==> src/rtl/controlador_cronometro_pkg.sv <==
// Shared definitions for the countdown-timer sequencer: FSM states, phase codes
// and the BCD limits that preset parameters are checked against.
package controlador_cronometro_pkg;

    typedef enum logic [2:0] {
        IDLE,
        LOAD,
        RUN,
        PAUSED,
        EXPIRE
    } estado_t;

    localparam logic [1:0] FASE_A = 2'd0;
    localparam logic [1:0] FASE_B = 2'd1;
    localparam logic [1:0] FASE_C = 2'd2;

    localparam logic [3:0] UNID_MAX = 4'd9;
    localparam logic [1:0] DEZ_MAX  = 2'd2;

    function automatic logic preset_valido(input logic [7:0] p);
        return (p[7:6] == 2'b00) && (p[5:4] <= DEZ_MAX) && (p[3:0] <= UNID_MAX);
    endfunction

    function automatic logic [1:0] proxima_fase(input logic [1:0] f);
        case (f)
            FASE_A:  return FASE_B;
            FASE_B:  return FASE_C;
            default: return FASE_A;
        endcase
    endfunction

endpackage

==> src/rtl/seletor_preset.sv <==
// Phase -> BCD preset decode for the timer; illegal presets stop elaboration.
module seletor_preset
    import controlador_cronometro_pkg::*;
#(
    parameter logic [7:0] PRESET_A = 8'h25,
    parameter logic [7:0] PRESET_B = 8'h05,
    parameter logic [7:0] PRESET_C = 8'h20
) (
    input  logic [1:0] fase,
    output logic [3:0] unid_preset,
    output logic [1:0] dez_preset
);

    if (!preset_valido(PRESET_A)) begin : g_preset_a_invalido
        $error("PRESET_A is not a legal BCD preset (tens 0-2, units 0-9)");
    end
    if (!preset_valido(PRESET_B)) begin : g_preset_b_invalido
        $error("PRESET_B is not a legal BCD preset (tens 0-2, units 0-9)");
    end
    if (!preset_valido(PRESET_C)) begin : g_preset_c_invalido
        $error("PRESET_C is not a legal BCD preset (tens 0-2, units 0-9)");
    end

    localparam logic [3:0] UNID_A = PRESET_A[3:0];
    localparam logic [1:0] DEZ_A  = PRESET_A[5:4];
    localparam logic [3:0] UNID_B = PRESET_B[3:0];
    localparam logic [1:0] DEZ_B  = PRESET_B[5:4];
    localparam logic [3:0] UNID_C = PRESET_C[3:0];
    localparam logic [1:0] DEZ_C  = PRESET_C[5:4];

    always_comb begin
        unid_preset = UNID_A;
        dez_preset  = DEZ_A;
        case (fase)
            FASE_B: begin
                unid_preset = UNID_B;
                dez_preset  = DEZ_B;
            end
            FASE_C: begin
                unid_preset = UNID_C;
                dez_preset  = DEZ_C;
            end
            default: ;
        endcase
    end

endmodule

==> src/rtl/controlador_cronometro.sv <==
// Initiator-side sequencer for the BCD countdown timer: loads a per-phase preset,
// handles pause/resume and steps the A -> B -> C phase cycle on each expiry.
module controlador_cronometro
    import controlador_cronometro_pkg::*;
#(
    parameter logic [7:0]  PRESET_A    = 8'h25,
    parameter logic [7:0]  PRESET_B    = 8'h05,
    parameter logic [7:0]  PRESET_C    = 8'h20,
    parameter int unsigned EXPIRE_HOLD = 2
) (
    input  logic       clock,
    input  logic       reset,
    input  logic       start,
    input  logic       pausa,
    input  logic       sinal,
    input  logic       sinal15,
    output logic       botao,
    output logic       casoEsp,
    output logic [3:0] unid_preset,
    output logic [1:0] dez_preset,
    output logic [1:0] fase,
    output logic       aviso,
    output logic       expirou
);

    if (EXPIRE_HOLD < 1 || EXPIRE_HOLD > 15) begin : g_hold_invalido
        $error("EXPIRE_HOLD must be within 1..15");
    end

    localparam logic [3:0] HOLD_FIM    = 4'(EXPIRE_HOLD);
    localparam logic [3:0] HOLD_AVANCO = HOLD_FIM - 4'd1;

    estado_t    estado, estado_prox;
    logic [3:0] cont_exp;

    always_ff @(posedge clock) begin
        if (reset) begin
            estado   <= IDLE;
            fase     <= FASE_A;
            cont_exp <= '0;
            aviso    <= 1'b0;
            expirou  <= 1'b0;
        end else begin
            estado  <= estado_prox;
            expirou <= (estado == RUN) && sinal && !pausa;
            if (estado == EXPIRE) cont_exp <= cont_exp + 4'd1;
            else                  cont_exp <= '0;
            // Phase steps one cycle before LOAD so the presets settle ahead of botao.
            if (estado == EXPIRE && cont_exp == HOLD_AVANCO) fase <= proxima_fase(fase);
            if (estado_prox == LOAD)              aviso <= 1'b0;
            else if (estado == RUN && sinal15)    aviso <= 1'b1;
        end
    end

    always_comb begin
        estado_prox = estado;
        botao       = 1'b0;
        casoEsp     = 1'b1;
        case (estado)
            IDLE: begin
                if (start) estado_prox = LOAD;
            end
            LOAD: begin
                botao       = 1'b1;
                estado_prox = RUN;
            end
            RUN: begin
                casoEsp = 1'b0;
                if (pausa)      estado_prox = PAUSED;
                else if (sinal) estado_prox = EXPIRE;
            end
            PAUSED: begin
                if (start && !pausa) estado_prox = RUN;
            end
            EXPIRE: begin
                if (cont_exp == HOLD_FIM) estado_prox = LOAD;
            end
            default: estado_prox = IDLE;
        endcase
    end

    seletor_preset #(
        .PRESET_A(PRESET_A),
        .PRESET_B(PRESET_B),
        .PRESET_C(PRESET_C)
    ) u_seletor (
        .fase       (fase),
        .unid_preset(unid_preset),
        .dez_preset (dez_preset)
    );

endmodule

==> config.mk <==
export PLATFORM = sky130hd
export DESIGN_NAME = controlador_cronometro
export DESIGN_NICKNAME = d
export VERILOG_FILES = /design/src/rtl/controlador_cronometro_pkg.sv /design/src/rtl/seletor_preset.sv /design/src/rtl/controlador_cronometro.sv
export SDC_FILE = /design/constraint.sdc
export NUM_CORES = 1
export LEC_CHECK = 0
export ABC_AREA = 0
export BUFFER_PORTS_ARGS = -buffer_cell sky130_fd_sc_hd__buf_2
export CORE_AREA = 2 2 39 41
export DETAILED_ROUTE_END_ITERATION = 6
export DIE_AREA = 0 0 41 43
export PLACE_DENSITY = 0.69
export SYNTH_ARGS = -nofsm -noshare
export SYNTH_HDL_FRONTEND = slang
export SYNTH_SLANG_ARGS = --single-unit
==> constraint.sdc <==
create_clock -name clock -period 2.5 [get_ports clock]
set_input_delay 0.25 -clock clock [delete_from_list [all_inputs] [get_ports clock]]
set_output_delay 0.25 -clock clock [all_outputs]
set_load 0.02 [all_outputs]
== Word-level counts from Yosys, hierarchy flattened ==
Index checks and enable logic that the tools add are counted.
Word-level totals
  bits of input ports: 6
  register bits: 11
Cells by class
  bitwise logic cells: 1
  add/subtract/negate cells: 1
  mux-type cells: 11
  reductions and logical operators: 10
  equal/unequal tests: 9
Operators by type and width (count)
  $mux W3: 6
  $pmux W3 S5: 1
  $eq A3 B1 Y1 const B: 2
  $eq A3 B2 Y1 const B: 2
  $logic_and A1 B1 Y1: 5
  $add A4 B1 Y4 const B: 1
  $eq A4 B1 Y1 const B: 1
  $eq A4 B2 Y1 const B: 1
  $pmux W2 S2: 1
  $reduce_or A2 Y1: 2
  $eq A3 B3 Y1 const B: 1
  $logic_not A3 Y1: 1
  $eq A2 B1 Y1 const B: 1
  $eq A2 B2 Y1 const B: 1
  $logic_not A2 Y1: 1
  $mux W1: 2
  $mux W2: 1
  $logic_not A1 Y1: 1
  $not A1 Y1: 1

== Depth between registers and ports, before layout ==
Gate-level depths: netlist of run 1.
  depth in word-level cells: 6
  mapped depth: 5
  depth with buffers taken out: 5

== Hierarchy ==
A second synthesis of run 1 with hierarchy kept.
Unflattened totals
  cell total of the unflattened synthesis: 64
  area total of the unflattened synthesis: 571.8 sq um
Modules (own cells, without submodules)
  controlador_cronometro: cells each 57, instances 1, seq. area each 220.2 sq um, area an instance 525.5 sq um
  seletor_preset: cells each 7, instances 1, seq. area each 0.0 sq um, area an instance 46.3 sq um

== Worst setup path before layout of run 1 ==
No wires, ideal clock.
  path type: register to output
  from: register estado[2]
  to: output port botao
  cell stages (with the launch flop): 3
  path slack: 1254 ps
  buffers on the path: 1
  arrival time: 996 ps
  cells stage by stage: dfxtp_1 -> buf_2 -> nor3b_1
Between the ends
  longest elaborated chain between the ends: 2
RTL lines
  start: declaration: line controlador_cronometro.sv:33  | estado_t estado, estado_prox;
  start signal: assignment: line controlador_cronometro.sv:44  | estado <= estado_prox;
  $eq A3 B1 Y1: line controlador_cronometro.sv:59  | case (estado)
  $mux W1: line controlador_cronometro.sv:59
  end: declaration: line controlador_cronometro.sv:17  | output logic botao,
No other way between the ends.

== Worst setup path in the final report of run 1 ==
  from: register estado[2]
  to: output port casoEsp
Between the ends
  longest elaborated chain between the ends: 2
RTL lines
  $eq A3 B2 Y1: line controlador_cronometro.sv:59
  $mux W1: line controlador_cronometro.sv:59
  end: declaration: line controlador_cronometro.sv:18  | output logic casoEsp,
No other way between the ends.

==> results.ini, run 1 <==
[run_status]
run_status = finished, final reports clean

[grt]
grt_max_degree = 12
grt_antenna_before_repair = 0
met3_usage_pct = 4.71
grt_pass1_wl_um = 1720
top_usage_layer = met2
grt.overflow.total = 0
grt_use_met1_pct = 17.8
grt_pass1_vias = 417
grt_util_met2_pct = 21.6
grt_usage_pct = 14.0

[floorplanning]
die_h_um = 43
die-area_um2 = 1760
core.rowCount = 14
die_w_um = 41
fp.coreArea_um2 = 1380
io_pins = 18
start_util_pct = 41.3

[yosys]
async_flop_share_pct = 0
synth.avg_cell_area_um2 = 8.80
synth-seq-cells = 11
ys.flop_type = dfxtp_1
ys_seq_area_share_pct = 38.5
syn_area_um2 = 572
synthTopCellsByArea = dfxtp_1 39%, ha_1 6.6%, buf_4 5.3%
syn_inst = 65
synth_edf_count = 0
ys_warn_count = 0
synth_most_common_cell = dfxtp_1
synth_cell_type_count = 30
synth_common_cells = 11 x dfxtp_1, 6 x inv_1, 6 x nor2_1
synth_top_area_cell = dfxtp_1
synth_top_area_share_pct = 38.5

[power_and_ir_drop]
switching_share_pct = 26.8
intPower_uw = 258
power_frac_seq_pct = 53.7
p_per_area_nw_per_um2 = 541
p_switching_uw = 94.3
power_frac_comb_pct = 12.0
leakage_uw = 0.000264
finalPower_uw = 352
peakVddDrop_v = 0.000311
power_frac_clock_pct = 34.3

[worst_hold_path]
whs_path_depth = 3
min_from = start
hold_path_class = input port to flop
hold_path_end = estado[0]

[placement]
hpwl_um = 762
gp_congestion = 0.673
io_buffers = 14
placed_area_um2 = 624

[critical_path]
path_delay_family = flip-flops
critical_path_buf_inv_count = 1
reg2regPathDepth = 5
cp_slowest_stage_delay_ns = 0.55
crit_chain = nor2_1 > nand2_1 > buf_2
cp_slowest_cell = dfxtp_1
r2r-start = cont_exp[0]
r2r_slack_ns = 1.23
crit_arrival_ns = 1.19
cp-end-kind = output port
critPathRequiredTime_ns = 2.25
r2r-end = estado[2]
worst-setup-path-type = flop to output port
crit_path_start_kind = flop
critPathMaxFanout = 11

[route]
vias_per_cell = 5.06
drt_first_pass_iters = 2
ant_nets = 0
vias = 476
wl_per_cell_um = 10.7
drt-initial-drc-count = 3
wl_um = 1010
drc = 0

[timing]
grt_setup_unrepaired = false
slew_viol_final = 0
fin_crit_sh_pct = 57.7
finalHoldViolCount = 0
setup_tns_ns = 0
holdWs_ns = 0.256
max_freq_mhz = 693
skew_ns = 0.00490
layout_min_cycle_time_ns = 1.44
setup_viol = 0

[cts]
hold_buffers = 0
clock_latency_ns = 0.26
cts_tree = done
cts_buffers = 3
htree_num_levels = 1
clock_sinks = 11
ctsRootBufferMaster = clkbuf_4
clk_pin_slew_worst_paths_ns = 0.07
cts_setup_buffers = 0
clk_path_buf_depth = 2
cts_resized = 0

[job]
cap_violations = 0

[layout]
fin_area_um2 = 651
final_nets = 88
area_delta_synth_final_pct = 13.8
n_antenna_cell = 0
utilization_pct = 47.0
fillers = 141
drive_above_1_share_pct = 25.6

## cell usage in the layout, fill, tap and decap left out, types with 2 or more instances in the layout
cell type / netlist / final
o211ai_1: 2 / 2
nand2_1: 3 / 3
a31oi_1: 2 / 2
buf_2: 2 / 14
nand3_1: 3 / 3
conb_1: 1 / 3
nor3_1: 3 / 3
inv_1: 6 / 6
clkbuf_4: 0 / 3
nor2_1: 6 / 6
a311o_1: 2 / 2
dfxtp_1: 11 / 11
ha_1: 3 / 3
## layout make-up
cell class | count | area [µm²] | area share (%)
Multi-Input combinational cell | 43 | 292 | 44.8
Inverter | 6 | 22.5 | 3.46
Timing Repair Buffer | 14 | 70.1 | 10.8
Clock buffer | 4 | 26.3 | 4.04
Sequential cell | 11 | 220 | 33.8
Tap cell | 16 | 20.0 | 3.08
## sequential cells by signal, summed over array words and instances (netlist names)
signal,flops
cont_exp,4
estado,3
fase,2
aviso,1
expirou,1
## worst max path at each step
stage	depth (start not counted)	from	to
floorplan	2	estado[2]	botao
global placement	5	cont_exp[0]	estado[2]
detailed placement	5	cont_exp[0]	estado[2]
CTS	3	estado[2]	casoEsp
global route	3	estado[2]	casoEsp
finish	3	estado[2]	casoEsp
## power by group through the flow
stage | sequential (µW) | clock (µW) | combinational, µW
2_1_floorplan | 188 | 0 | 38.8
3_3_place_gp | 193 | 0 | 41.7
3_5_place_dp | 193 | 0 | 42.5
4_1_cts | 189 | 127 | 42.7
5_1_grt | 190 | 133 | 48.0
6_report | 189 | 121 | 42.4
## through the flow
step           setup WS, ns  instances
3_3_place_gp           1.25         90
6_report               1.06         94
4_1_cts                1.04         94
3_5_place_dp           1.22         90
2_1_floorplan          1.25         67
5_1_grt               0.971         94
## logic make-up (layout without fill, tap and decap cells)
| kind of cell | count (synthesis) | in the layout | share of synthesized area (%) |
|---|---|---|---|
| xor+xnor | 2 | 2 | 3.06 |
| buf+inv | 13 | 24 | 11.8 |
| simple gates | 24 | 24 | 24.9 |
| flops | 11 | 11 | 38.5 |
| other cells | 1 | 3 | 0.656 |
| mux | 1 | 1 | 1.75 |
| fa+ha+maj | 3 | 3 | 6.57 |
| compound gates | 10 | 10 | 12.7 |
## tightest hold or removal path, cell delays in order
cell and delay, ns:
buf_2 0.10, nand3_1 0.06, o211ai_1 0.08
## layer usage
layer | wire, µm | vias up
li1 | - | 243
met1 | 513 | 215
met2 | 415 | 16
met3 | 64 | 2
met4 | 10 | 0
met5 | 0 | -
No activity file was read; power rests on OpenSTA's default activity.
==> run 2, diff against run 1 <==
--- a/config.mk
+++ b/config.mk
@@ -5,12 +5,12 @@
 export SDC_FILE = /design/constraint.sdc
 export NUM_CORES = 1
 export LEC_CHECK = 0
-export ABC_AREA = 0
+export ABC_AREA = 1
 export BUFFER_PORTS_ARGS = -buffer_cell sky130_fd_sc_hd__buf_2
-export CORE_AREA = 2 2 39 41
+export CORE_AREA = 2 2 40 42
 export DETAILED_ROUTE_END_ITERATION = 6
-export DIE_AREA = 0 0 41 43
-export PLACE_DENSITY = 0.69
+export DIE_AREA = 0 0 42 44
+export PLACE_DENSITY = 0.7
 export SYNTH_ARGS = -nofsm -noshare
 export SYNTH_HDL_FRONTEND = slang
 export SYNTH_SLANG_ARGS = --single-unit
==> constraint.sdc (replaced) <==
create_clock -name clock -period 1.2 [get_ports clock]
set_input_delay 0.12 -clock clock [delete_from_list [all_inputs] [get_ports clock]]
set_output_delay 0.12 -clock clock [all_outputs]
set_load 0.02 [all_outputs]
==> results.ini, run 2 <==
[yosys]
synth_most_common_cell = nand2_1  ; was dfxtp_1
synth_common_cells = 14 x nand2_1, 12 x inv_1, 11 x dfxtp_1, 11 x nor2_1, 6 x nand3_1  ; was 11 x dfxtp_1, 6 x inv_1, 6 x nor2_1
ys_warn_count = 0  ; unchanged
synthMuxAreaShare_pct = 0  ; was 1.75%
synthTopCellsByArea = dfxtp_1 38%, nand2_1 9.0%, inv_1 7.7%  ; was dfxtp_1 39%, ha_1 6.6%, buf_4 5.3%
synth_top_area_cell = dfxtp_1  ; unchanged
synth_top_family_by_area = simple AND/OR/NAND/NOR gates  ; unchanged
yosys.area_share.simple_pct = 34.4  ; was 24.9%
synth_cell_type_count = 21  ; was 30
synth_edf_count = 0  ; unchanged
synth_xor_area_share_pct = 1.50  ; was 3.06%
syn_inst = 80  ; was 65
ys_seq_area_share_pct = 37.6  ; was 38.5%
async_flop_share_pct = 0  ; unchanged
synthAdderAreaFrac_pct = 6.41  ; was 6.56%
synth.avg_cell_area_um2 = 7.32  ; was 8.80 µm²
syn_area_um2 = 586  ; was 572 µm²
synth-seq-cells = 11  ; unchanged
synth-compound-area-share_pct = 5.98  ; was 12.7%
synth_top_area_share_pct = 37.6  ; was 38.5%
ys.flop_type = dfxtp_1  ; unchanged

[cts]
htree_num_levels = 1  ; unchanged
clock_sinks = 11  ; unchanged
cts_buffers = 3  ; unchanged
hold_buffers = 0  ; unchanged
clk_pin_slew_worst_paths_ns = 0.07  ; about the same
cts_tree = done  ; unchanged
clock_latency_ns = 0.26  ; about the same
clk_path_buf_depth = 2  ; unchanged
ctsRootBufferMaster = clkbuf_4  ; unchanged

[power_and_ir_drop]
power_frac_seq_pct = 51.6  ; was 53.7%
peakVddDrop_v = 0.000607  ; was 0.000311 V
p_switching_uw = 195  ; was 94.3 µW
intPower_uw = 547  ; was 258 µW
p_per_area_nw_per_um2 = 1030  ; was 541 nW/µm²
leakage_uw = 0.000329  ; was 0.000264 µW
switching_share_pct = 26.2  ; was 26.8%
finalPower_uw = 742  ; was 352 µW
power_frac_comb_pct = 15.6  ; was 12.0%
power_frac_clock_pct = 32.8  ; was 34.3%

[critical_path]
crit_chain = buf_4 > nor2_2 > inv_2 > nor2_2 > nand3_2 > o21ai_1 > nor2_1  ; was nor2_1 > nand2_1 > buf_2
critPathMaxFanout = 4  ; was 11
cp_common_cell = nor2_2
r2r_slack_ns = 0.05  ; was 1.23 ns
cp_slowest_cell = dfxtp_2  ; was dfxtp_1
critical_path_buf_inv_count = 2  ; was 1
crit_arrival_ns = 1.31  ; was 1.19 ns
path_delay_family = simple AND/OR/NAND/NOR gates  ; was flip-flops
critPathRequiredTime_ns = 1.36  ; was 2.25 ns
cp-end-kind = flop  ; was output port
crit_path_start_kind = flop  ; unchanged
cp_slowest_stage_delay_ns = 0.32  ; was 0.55 ns
worst-setup-path-type = flop to flop  ; was flop to output port

[timing]
holdWs_ns = 0.0694  ; was 0.256 ns
grt_setup_unrepaired = true  ; was false
setup_viol = 0  ; unchanged
slew_viol_final = 0  ; unchanged
fin_crit_sh_pct = 96.1
max_freq_mhz = 867
skew_ns = 0.00367  ; was 0.00490 ns
finalHoldViolCount = 0  ; unchanged
setup_ws_ns = 0.0472  ; was 1.06 ns
layout_min_cycle_time_ns = 1.15

[layout]
final_nets = 109  ; was 88
fillers = 150  ; was 141
area_delta_synth_final_pct = 23.1  ; was 13.8%
drive_above_1_share_pct = 35.4  ; was 25.6%
n_antenna_cell = 0  ; unchanged
final_common_cell = nand2_1  ; was buf_2
finalNonFillerCells = 115  ; was 94
top_regs = cont_exp x4, estado x3, fase x2  ; unchanged
final_cell_mix = 14 x nand2_1, 13 x buf_2, 12 x inv_1  ; was 14 x buf_2, 11 x dfxtp_1, 6 x inv_1, 6 x nor2_1
utilization_pct = 50.8  ; was 47.0%
largest_reg_flops = 4  ; unchanged
max_flop_register = cont_exp  ; unchanged

[route]
wl_um = 1110  ; was 1010 µm
vias_per_cell = 4.77  ; was 5.06
vias = 548  ; was 476
drc = 0  ; unchanged
wl_per_cell_um = 9.63  ; was 10.7 µm
drt_first_pass_iters = 4  ; was 2
drt-initial-drc-count = 10  ; was 3
ant_nets = 0  ; unchanged

[grt]
grt_antenna_before_repair = 0  ; unchanged
grt.overflow.total = 0  ; unchanged
grt_pass1_wl_um = 1970  ; was 1720 µm
grt_pass1_vias = 516  ; was 417
grt_usage_pct = 13.5  ; was 14.0%
grt_max_degree = 7  ; was 12

[floorplanning]
core.rowCount = 14  ; unchanged
die-area_um2 = 1850  ; was 1760 µm²
die_w_um = 42  ; was 41 µm
start_util_pct = 41.3  ; about the same
fp.coreArea_um2 = 1420  ; was 1380 µm²
io_pins = 18  ; unchanged
die_h_um = 44  ; was 43 µm

[worst_hold_path]
hold_path_class = input port to flop  ; unchanged

[run_status]
run_status = finished, final reports clean  ; unchanged

[placement]
dp.cells = 108  ; was 90
io_buffers = 14  ; unchanged
gp_congestion = 0.768  ; was 0.673
hpwl_um = 857  ; was 762 µm
pre_cts_ws_ns = 0.118  ; was 1.22 ns

[job]
cap_violations = 0  ; unchanged

==> run 2: cell families (layout without fill, tap and decap cells) <==
group / Yosys count / count (layout)
xor gates and xnor gates: 1 / 1
adders and majority gates: 3 / 3
other: 1 / 3
DFF: 11 / 11
and+or+nand+nor: 41 / 41
AOI/OAI and AO/OA: 6 / 6
buffers and inverters: 17 / 34
==> run 2: layout make-up <==
type                            instances  area, µm²  area share (%)
Multi-Input combinational cell         54        302            41.8
Inverter                               13       48.8            6.77
Clock buffer                            4       26.3            3.65
Timing Repair Buffer                   17       98.8            13.7
Sequential cell                        11        225            31.3
Tap cell                               16       20.0            2.78
==> run 2: final timing paths <==
kind	depth (start not counted)	startpoint	to
setup reg to reg	7	estado[1]	fase[0]
hold reg to reg	1	cont_exp[0]	cont_exp[0]
setup / recovery	7	estado[1]	fase[0]
hold / removal	2	reset	estado[0]
==> run 2: metal layers <==
layer	up-vias	share of wire, %	track usage (%)
met3	0	3.7	3.33
met4	0	0	3.23
met2	8	55	26.3
met5	-	0	0
met1	256	41	14.6
li1	284	-	-
==> run 2: worst reg2reg max path, stage by stage (launching register included) <==
cell     delay, ns
dfxtp_2       0.32
buf_4         0.14
nor2_2        0.17
inv_2         0.08
nor2_2        0.11
nand3_2       0.08
o21ai_1       0.12
nor2_1        0.04
==> run 2: repair_timing <==
item,4_1_cts,5_1_grt
setup buffers,3,0
cloned,0,0
resized for setup,1,7
setup endpoints to repair,1,6
pin swaps,1,1
==> run 2: metrics by stage <==
stage,setup TNS (ns),cell area (µm²)
floorplan,0,593
global placement,0,653
detailed placement,0,653
CTS,0,703
global route,-0.0744,721
finish,0,721
==> run 2: power groups by stage <==
stage                     registers [µW]  clock network, µW  logic, µW
after floorplan                      393                  0       73.0
after global placement               392                  0       93.4
after detailed placement             392                  0       94.5
after CTS                            382                259        110
after global routing                 384                273        128
final                                383                244        116
